--- src/rtl/tone_pkg.sv ---
// Shared types and constants for the tone generator: FSM states, note index width
// and the half-period table (10 MHz clock, C4..C5 major scale).
package tone_pkg;

    typedef enum logic [1:0] {
        IDLE = 2'd0,
        PLAY = 2'd1,
        GAP  = 2'd2
    } state_t;

    localparam int NOTE_W = 4;

    // Index 0 is C4 (rightmost element of the concatenation), index 7 is C5.
    localparam logic [7:0][15:0] TABLE = {
        16'd9556,  16'd10124, 16'd11364, 16'd12755,
        16'd14317, 16'd15168, 16'd17026, 16'd19111
    };

    // Scaled half-period, clamped so a heavily shifted entry never stalls the divider.
    function automatic logic [15:0] half_lookup(input logic [2:0] idx, input int shift);
        logic [15:0] v;
        v = TABLE[idx] >> shift;
        return (v == 16'd0) ? 16'd1 : v;
    endfunction

endpackage

--- src/rtl/tone_divider.sv ---
// Reloadable half-period down-counter driving the square-wave phase; the reload value is
// latched on i_load, the phase toggles one cycle after the count reaches zero while enabled.
module tone_divider #(
    parameter int DIV_W = 16
) (
    input  logic             i_clk,
    input  logic             i_rst,
    input  logic             i_load,
    input  logic             i_clr,
    input  logic             i_en,
    input  logic [DIV_W-1:0] i_half,
    output logic             o_phase,
    output logic             o_period_end
);

    logic [DIV_W-1:0] r_reload;
    logic [DIV_W-1:0] r_div;
    logic             r_phase;

    always_ff @(posedge i_clk or posedge i_rst) begin
        if (i_rst) begin
            r_reload <= '0;
            r_div    <= '0;
            r_phase  <= 1'b0;
        end else if (i_load) begin
            r_reload <= i_half - DIV_W'(1);
            r_div    <= i_half - DIV_W'(1);
            r_phase  <= 1'b0;
        end else if (i_clr) begin
            r_div    <= '0;
            r_phase  <= 1'b0;
        end else if (i_en) begin
            if (r_div == '0) begin
                r_div   <= r_reload;
                r_phase <= ~r_phase;
            end else begin
                r_div   <= r_div - DIV_W'(1);
            end
        end
    end

    assign o_phase      = r_phase;
    // A high-to-low toggle closes one full period.
    assign o_period_end = i_en & (r_div == '0) & r_phase;

endmodule

--- src/rtl/tone_channel.sv ---
// Single tone voice: accepts one note when idle (no queueing), plays 2*half*dur cycles then GAP_CYC silent.
// audio_o lags sq_o by one cycle; defining TONE_ABORT_EN adds abort_i to cut a note short.
module tone_channel
    import tone_pkg::*;
#(
    parameter int BW        = 3,
    parameter int DIV_W     = 16,
    parameter int DUR_W     = 8,
    parameter int GAP_CYC   = 4,
    parameter int DIV_SHIFT = 0
) (
    input  logic              clk_i,
    input  logic              rst_i,
`ifdef TONE_ABORT_EN
    input  logic              abort_i,
`endif
    input  logic              note_valid_i,
    output logic              note_ready_o,
    input  logic [NOTE_W-1:0] note_i,
    input  logic [DUR_W-1:0]  dur_i,
    input  logic [BW-1:0]     vol_i,
    input  logic [BW-1:0]     counter_val_i,
    output logic              sq_o,
    output logic              audio_o,
    output logic              busy_o,
    output logic              done_o
);

    localparam int GAP_W = (GAP_CYC > 1) ? $clog2(GAP_CYC) : 1;

    state_t           r_state;
    state_t           w_next;
    logic             r_ready;
    logic             r_done;
    logic             r_audio;
    logic             r_rest;
    logic [DUR_W-1:0] r_dur;
    logic [BW-1:0]    r_vol;
    logic [GAP_W-1:0] r_gap;

    logic             w_accept;
    logic             w_abort;
    logic             w_to_gap;
    logic             w_gap_end;
    logic             w_phase;
    logic             w_period_end;
    logic             w_sq;
    logic [15:0]      w_half_tab;
    logic [DIV_W-1:0] w_half;

`ifdef TONE_ABORT_EN
    assign w_abort = abort_i & (r_state != IDLE);
`else
    assign w_abort = 1'b0;
`endif

    assign w_accept   = note_valid_i & r_ready;
    assign w_half_tab = half_lookup(note_i[2:0], DIV_SHIFT);
    assign w_half     = DIV_W'(w_half_tab);

    always_comb begin
        w_next    = r_state;
        w_to_gap  = 1'b0;
        w_gap_end = 1'b0;
        case (r_state)
            IDLE: if (w_accept) w_next = PLAY;
            PLAY: begin
                if (w_period_end && r_dur == DUR_W'(1)) begin
                    w_next   = GAP;
                    w_to_gap = 1'b1;
                end
            end
            GAP: begin
                if (r_gap == '0) begin
                    w_next    = IDLE;
                    w_gap_end = 1'b1;
                end
            end
            default: w_next = IDLE;
        endcase
        if (w_abort) begin
            w_next = IDLE;
        end
    end

    always_ff @(posedge clk_i or posedge rst_i) begin
        if (rst_i) r_state <= IDLE;
        else       r_state <= w_next;
    end

    always_ff @(posedge clk_i or posedge rst_i) begin
        if (rst_i) begin
            r_ready <= 1'b0;
            r_done  <= 1'b0;
            r_audio <= 1'b0;
            r_rest  <= 1'b0;
            r_dur   <= '0;
            r_vol   <= '0;
            r_gap   <= '0;
        end else begin
            r_ready <= (w_next == IDLE);
            r_done  <= w_gap_end | w_abort;
            r_audio <= w_sq & (counter_val_i < r_vol);
            if (w_accept) begin
                r_dur  <= (dur_i == '0) ? DUR_W'(1) : dur_i;
                r_vol  <= vol_i;
                r_rest <= note_i[NOTE_W-1];
            end else if (w_period_end && r_dur != DUR_W'(1)) begin
                r_dur  <= r_dur - DUR_W'(1);
            end
            if (w_to_gap) begin
                r_gap <= GAP_W'(GAP_CYC - 1);
            end else if (r_state == GAP && r_gap != '0) begin
                r_gap <= r_gap - GAP_W'(1);
            end
        end
    end

    tone_divider #(.DIV_W(DIV_W)) u_div (
        .i_clk        (clk_i),
        .i_rst        (rst_i),
        .i_load       (w_accept),
        .i_clr        (w_to_gap | w_abort),
        .i_en         (r_state == PLAY),
        .i_half       (w_half),
        .o_phase      (w_phase),
        .o_period_end (w_period_end)
    );

    // Rests run the divider normally so their timing matches a sounding note.
    assign w_sq         = w_phase & ~r_rest;
    assign sq_o         = w_sq;
    assign audio_o      = r_audio;
    assign busy_o       = (r_state != IDLE);
    assign done_o       = r_done;
    assign note_ready_o = r_ready;

endmodule

--- config.mk ---
export PLATFORM = sky130hd
export DESIGN_NAME = tone_channel
export DESIGN_NICKNAME = d
export VERILOG_FILES = /design/src/rtl/tone_pkg.sv /design/src/rtl/tone_divider.sv /design/src/rtl/tone_channel.sv
export SDC_FILE = /design/constraint.sdc
export NUM_CORES = 1
export LEC_CHECK = 0
export CAP_MARGIN = 10
export CORE_MARGIN = 1
export CORE_UTILIZATION = 35
export DETAILED_ROUTE_END_ITERATION = 8
export GPL_TIMING_DRIVEN = 0
export PLACE_DENSITY = 0.58
export RECOVER_POWER = 100
export SETUP_SLACK_MARGIN = 0.02
export SYNTH_ARGS = -nofsm -noshare
export SYNTH_HDL_FRONTEND = slang
export SYNTH_SLANG_ARGS = --single-unit
--- constraint.sdc ---
create_clock -name clk_i -period 4.6 [get_ports clk_i]
set_input_delay 0.92 -clock clk_i [delete_from_list [all_inputs] [get_ports clk_i]]
set_output_delay 0.92 -clock clk_i [all_outputs]
set_load 0.01 [all_outputs]
After elaboration in Yosys (flattened, before gate mapping) --
Memory sizes are Yosys's and may differ from the RTL's. Cells that the tools add are included.
Storage, ports and cells: RAM bits 0, memories 1, output and inout bits 5, memory bits (read-only) 128, bits in registers 52, input port bits 21, latch bits 0
Cells by class: mux-type cells 23, eq/ne operators 4, reduce and logical (&&, ||, !) cells 16, shifts and indexed selects 0, div/mod/pow operators 0, magnitude comparators 2, add/subtract/negate cells 4, bitwise logic cells 7, multiply operators 0
Memory list:
- (name not given) | depth 8, width 16, read ports 1, clocked after Yosys merged registers in 0, write ports 0, RTL line tone_pkg.sv:22 | v = TABLE[idx] >> shift;
Operator list (count):
- 2-to-1 mux 16 bit | 6
- zero test 16 bit | 2
- subtractor 16 x 1 -> 16 bit, second input constant | 2
- 2-to-1 mux 8 bit | 3
- 2-to-1 mux 2 bit | 5
- == test 8 x 1 -> 1 bit, second input constant | 1
- zero test 8 bit | 1
- 2-to-1 mux 1 bit | 8
- inequality test 8 x 1 -> 1 bit, second input constant | 1
- nonzero test 2 bit | 4
- subtractor 8 x 1 -> 8 bit, second input constant | 1
- zero test 2 bit | 3
- case mux 2 bit (3 select lines) | 1
- nonzero test 3 bit | 2
- bitwise AND 1 bit | 5
- less-than comparator 3 x 4 -> 1 bit, second input constant | 1
- logical AND 1 bit | 3
- less-than comparator 3 bit | 1
- == test 2 x 1 -> 1 bit, second input constant | 1
- == test 2 bit, second input constant | 1
- inverter 1 bit | 2
- AND reduction 2 bit | 1
- subtractor 2 x 1 -> 2 bit, second input constant | 1

Logic depth before layout (Yosys ltp) --
word-level depth 8, depth in mapped cells 8, depth with buffers taken out 7

Modules after synthesis --
Synthesis repeated with hierarchy kept, for this count alone.
Second synthesis, totals: cells, all modules 392, area total of the unflattened synthesis 3465.8 um^2
By module, submodules not included:
- tone_divider | area each 2188.3 um^2, times used 1, cells each 249
- tone_channel | area each 1277.5 um^2, times used 1, cells each 143

Worst setup path before layout --
No wires, ideal clock.
kind input to register, start point input note_i[1], end point register u_div.r_reload[2], library setup time 0.129 ns, arrival 2.358 ns, path buffers 2, path slack 2.113 ns, stages 8, required time 4.471 ns, path through clkbuf_1 -> inv_1 -> ha_1 -> clkbuf_1 -> xnor2_1 -> nor2_1 -> a211oi_1 -> nor2_1
On the way: cells in the longest elaborated chain, start to end 5
RTL lines:
- from (decl) | RTL line tone_channel.sv:19 | input logic [NOTE_W-1:0] note_i,
- memory (8 x 16 bit) (*)
- 2-to-1 mux 16 bit (implied by the code) (*) | RTL line tone_pkg.sv:22
- zero test 16 bit | RTL line tone_pkg.sv:23 | return (v == 16'd0) ? 16'd1 : v;
- 2-to-1 mux 16 bit (*) | RTL line tone_pkg.sv:23
- subtractor 16 x 1 -> 16 bit (*) | RTL line tone_divider.sv:26 | r_reload <= i_half - DIV_W'(1);
- to (signal assigned) | RTL line tone_divider.sv:26
- to (decl) | RTL line tone_divider.sv:16 | logic [DIV_W-1:0] r_reload;
Every way passes the cells marked *; elsewhere a longest branch is shown, timed or not. The select of a mux whose other input is x is not followed. A chain may end at the register's enable or synchronous reset.

Worst setup path in the final report --
start point register u_div.r_div[2], end point register u_div.r_div[3]
On the way: cells in the longest elaborated chain, start to end 8
RTL lines:
- from (decl) | RTL line tone_divider.sv:17 | logic [DIV_W-1:0] r_div;
- from (signal assigned) | RTL line tone_divider.sv:27 | r_div <= i_half - DIV_W'(1);
- from (signal assigned) | RTL line tone_divider.sv:34 | r_div <= r_reload;
- from (signal assigned) | RTL line tone_divider.sv:37 | r_div <= r_div - DIV_W'(1);
- parallel branches: the longest is 8 deep, another holds subtractor 16 x 1 -> 16 bit
Several ways; the timed one is not identified. The select of a mux whose other input is x is not followed.

==> run_results.csv <==
group,metric,value,unit
status,status,"finished clean",
synthesis,syn-cell-area,3060,sq um
route,drc,0,
layout,layout.nets,405,
floorplanning,rows,33,
setup_path,reg2reg_from,"u_div.r_div[2]$_DFFE_PP0P_",
placement,dp_hpwl,5.64,mm
sta,hold_violations,0,
power_and_ir_drop,peakVddDrop,0.190,mV
synthesis,synth-main-ff-cell,"dfrtp_1",
sta,min_period_over_period,0.729,
setup_path,regToRegSetupSlack,1250,ps
cts,cts_setup_buffers,0,
layout,area_growth,14.4,%
layout,nFillCells,856,
grt,grt_usage,0.190,
sta,fin_skew,7.03,ps
grt,grt_antenna_before_repair,0,
setup_path,worstSetupStartpoint,"u_div.r_div[2]$_DFFE_PP0P_",
synthesis,synth_xor_area_frac,0.0543,
cts,path_clk_slew,100,ps
setup_path,crit_cells,8,
sta,fmax,298,MHz
grt,use_met2,0.307,
power_and_ir_drop,p_sw_frac,0.379,
sta,setup-tns-final,0,ps
route,vias,2562,
cts,cts_htree_levels,2,
floorplanning,core,8340,sq um
grt,grt_max_degree,30,
setup_path,crit_chain,"clkbuf_1, or4_1, clkbuf_1, nor4_1, and2_0, clkbuf_1, a211oi_1, o31ai_1",
setup_path,arrival,3570,ps
cts,cts_sinks,52,
layout,utilization,0.420,
cts,cts_tree,"built",
setup_path,critical_path.max_fanout,7,
power_and_ir_drop,switchingPower,0.000670,W
setup_path,cp_data_required_time,4820,ps
route,viasPerCell,5.37,
flow_run,maxCapViolations,0,
synthesis,ys_seq_area_frac,0.425,
floorplanning,die_w,95.6,um
synthesis,netlist_top_cells_area,"dfrtp_1 42%, ha_1 5.3%, nand2_1 4.3%, a21oi_1 4.1%, xnor2_1 3.7%",
floorplanning,die_height,95.6,um
grt,grt.busiest_layer,"met2",
sta,drv_slew,0,
synthesis,netlist_instances,338,
synthesis,synthSimpleGateAreaFrac,0.221,
synthesis,ys_types,52,
sta,tightest_slew,1350,ps
synthesis,synth_edf_count,0,
grt,grt_pass1_vias,2515,
setup_path,worstSetupStartpointType,"register",
sta,min_period,3350,ps
setup_path,critical_path_class,"reg -> reg",
layout,antennaDiodeCount,0,
setup_path,max_stage_delay,1010,ps
sta,slew_headroom,0.0988,
setup_path,cp-endpoint,"u_div.r_div[3]$_DFFE_PP0P_",
synthesis,synth_top_family_by_area,"simple AND/OR/NAND/NOR gates",
synthesis,synth_mux_area_frac,0.00694,
cts,numCtsBuffers,5,
route,first_pass_iters,5,
placement,place.gp.congestion,0.838,
route,final_antenna_net_count,0,
synthesis,yosys.area.top_type_share,0.425,
cts,ctsResizeCount,0,
cts,clockBufferDepth,2,
power_and_ir_drop,clkPwrFrac,0.177,
setup_path,crit_top_cell,"clkbuf_1",
grt,grt_overflow,0,
power_and_ir_drop,power_per_cell_area,504,nW/um^2
floorplanning,floorplan.die_area,9130,sq um
power_and_ir_drop,leakage,1.49,nW
grt,grt_pass1_wl,13.1,mm
setup_path,crit_buf_inv,3,
layout,layout-drive-gt1-share,0.0376,
synthesis,synth_nets,372,
sta,setup_violations,0,
power_and_ir_drop,p_comb_frac,0.365,
synthesis,synthArstFlopShare,1.00,
floorplanning,initial_core_util,0.367,
synthesis,synth_compound_area_frac,0.194,
route,postRouteWirelength,7.83,mm
setup_path,r2r_cells,8,
grt,grt_use_met3,0.0311,
setup_path,critPathTopFamily,"simple AND/OR/NAND/NOR gates",
grt,grtUsageMet1,0.259,
synthesis,avgSynthCellArea,9.07,sq um
synthesis,synth_fa_ha_area_frac,0.0531,
route,wl_per_cell,16.4,um
cts,root_buffer,"clkbuf_8",
synthesis,yosys_warnings,0,
route,drt_iter0_drc,135,
setup_path,crit_slowest_cell,"nor4_1",
synthesis,yosysTopAreaCell,"dfrtp_1",
power_and_ir_drop,pwr-share-seq,0.459,
placement,numPortBuffers,25,
setup_path,r2r-end,"u_div.r_div[3]$_DFFE_PP0P_",
sta,rsz0062_at_grt,"no",
setup_path,critPathCaptureType,"register",
floorplanning,io_pins,26,
power_and_ir_drop,intPower,0.00110,W
cts,hold_buffers,0,
cts,clk_latency,300,ps
synthesis,synth.ff_latch_count,52,
min_path,hold_class,"reg -> reg",
## tightest hold or removal path, delay by kind of cell, from the launching register on
kind	cells	cell delay, ps
AND/OR/NAND/NOR	2	100
flip-flops	1	350
## registers in the layout, indices dropped and copies added, names as in the netlist
register and cells:
audio_o 1, r_dur 8, r_rest 1, done_o 1, r_vol 3, r_gap 2, r_state 2, u_div.o_phase 1
note_ready_o 1, u_div.r_reload 16, u_div.r_div 16
## power groups by stage
| stage | combinational, W | clock, W | sequential (W) |
|---|---|---|---|
| after global routing | 0.000738 | 0.000334 | 0.000836 |
| after detailed placement | 0.000667 | 0 | 0.000815 |
| after floorplan | 0.000512 | 0 | 0.000772 |
| final | 0.000644 | 0.000312 | 0.000810 |
| after global placement | 0.000656 | 0 | 0.000813 |
| after CTS | 0.000673 | 0.000320 | 0.000808 |
## cell usage after synthesis (2+ instances only)
cell type / number
inv_1: 14
xnor2_1: 13
or2_2: 3
nand2b_1: 3
buf_1: 2
dfrtp_1: 52
nand2_1: 35
nor4_1: 6
o21ai_0: 21
o21a_1: 4
and3b_1: 2
o21ai_1: 2
and2_1: 3
o211ai_1: 3
or3_1: 4
o31ai_1: 4
xor2_1: 6
a221oi_1: 2
nand4_1: 4
a22oi_1: 2
o22ai_1: 3
a211oi_1: 5
a31oi_1: 4
ha_1: 13
nor3_1: 9
a21oi_1: 25
a211o_1: 2
clkbuf_1: 13
buf_2: 2
a2bb2oi_1: 2
nand3_1: 9
buf_6: 2
or4_1: 5
a21o_1: 8
nor2b_1: 4
or3b_2: 3
nor2_1: 27
nor4_4: 3
## layer usage
metal  wire (um)  up-vias  part of all wire
met2        3570       67              0.46
met5           0        -                 0
met3         498        6             0.064
met1        3670     1214              0.47
met4          99        0             0.013
li1            -     1275                 -
## per-stage QoR
step	hold WS (ps)	instance area [sq um]	setup slack [ps]	cells	total power, W
2_1_floorplan	441	3060	2110	338	0.00128
3_3_place_gp	460	3450	1270	468	0.00147
3_5_place_dp	458	3470	1230	469	0.00148
4_1_cts	481	3570	1550	477	0.00180
5_1_grt	500	3510	1040	477	0.00191
6_report	480	3510	1250	477	0.00177
## worst min-delay path by stage
stage	start	to	slack, ps	cells past startpoint
2_1_floorplan	r_vol[0]$_DFFE_PP0P_	r_vol[0]$_DFFE_PP0P_	440	2
3_3_place_gp	r_rest$_DFFE_PP0P_	r_rest$_DFFE_PP0P_	460	2
3_5_place_dp	r_vol[0]$_DFFE_PP0P_	r_vol[0]$_DFFE_PP0P_	460	2
4_1_cts	r_vol[0]$_DFFE_PP0P_	r_vol[0]$_DFFE_PP0P_	480	2
5_1_grt	u_div.r_reload[9]$_DFFE_PP0P_	u_div.r_reload[9]$_DFFE_PP0P_	500	1
6_report	r_vol[0]$_DFFE_PP0P_	r_vol[0]$_DFFE_PP0P_	480	2
## layout by cell type (no fill, tap or decap), types with 8 or more instances in the layout
cell type and instances:
nor4_1 8, nor2_1 27, xnor2_1 13, dlygate4sd3_1 10
o21ai_0 22, nand2_1 35, clkdlybuf4s50_1 15, nor3_1 9
a21oi_1 25, inv_1 14, clkbuf_1 20, dfrtp_1 52
a21o_1 8, ha_1 13, nand3_1 9
## kinds of logic (layout without fill, tap and decap cells)
family / Yosys count / in the layout
AOI/OAI and AO/OA: 94 / 94
muxes: 2 / 2
DFF: 52 / 52
adders and majority gates: 13 / 13
xor gates and xnor gates: 19 / 19
buffers and inverters: 33 / 67
and+or+nand+nor: 125 / 125
## final cells by class
type	count	area, sq um	share of cell area
multi-input combinational	253	1590	0.453
sequential	52	1300	0.371
timing repair buffer	26	254	0.0724
tap	105	131	0.0375
clock buffer	6	72.6	0.0207
buffer	19	71.3	0.0203
inverter	14	52.6	0.0150
clock inverter	2	35.0	0.00999
Power figures use the tool's default switching activity.
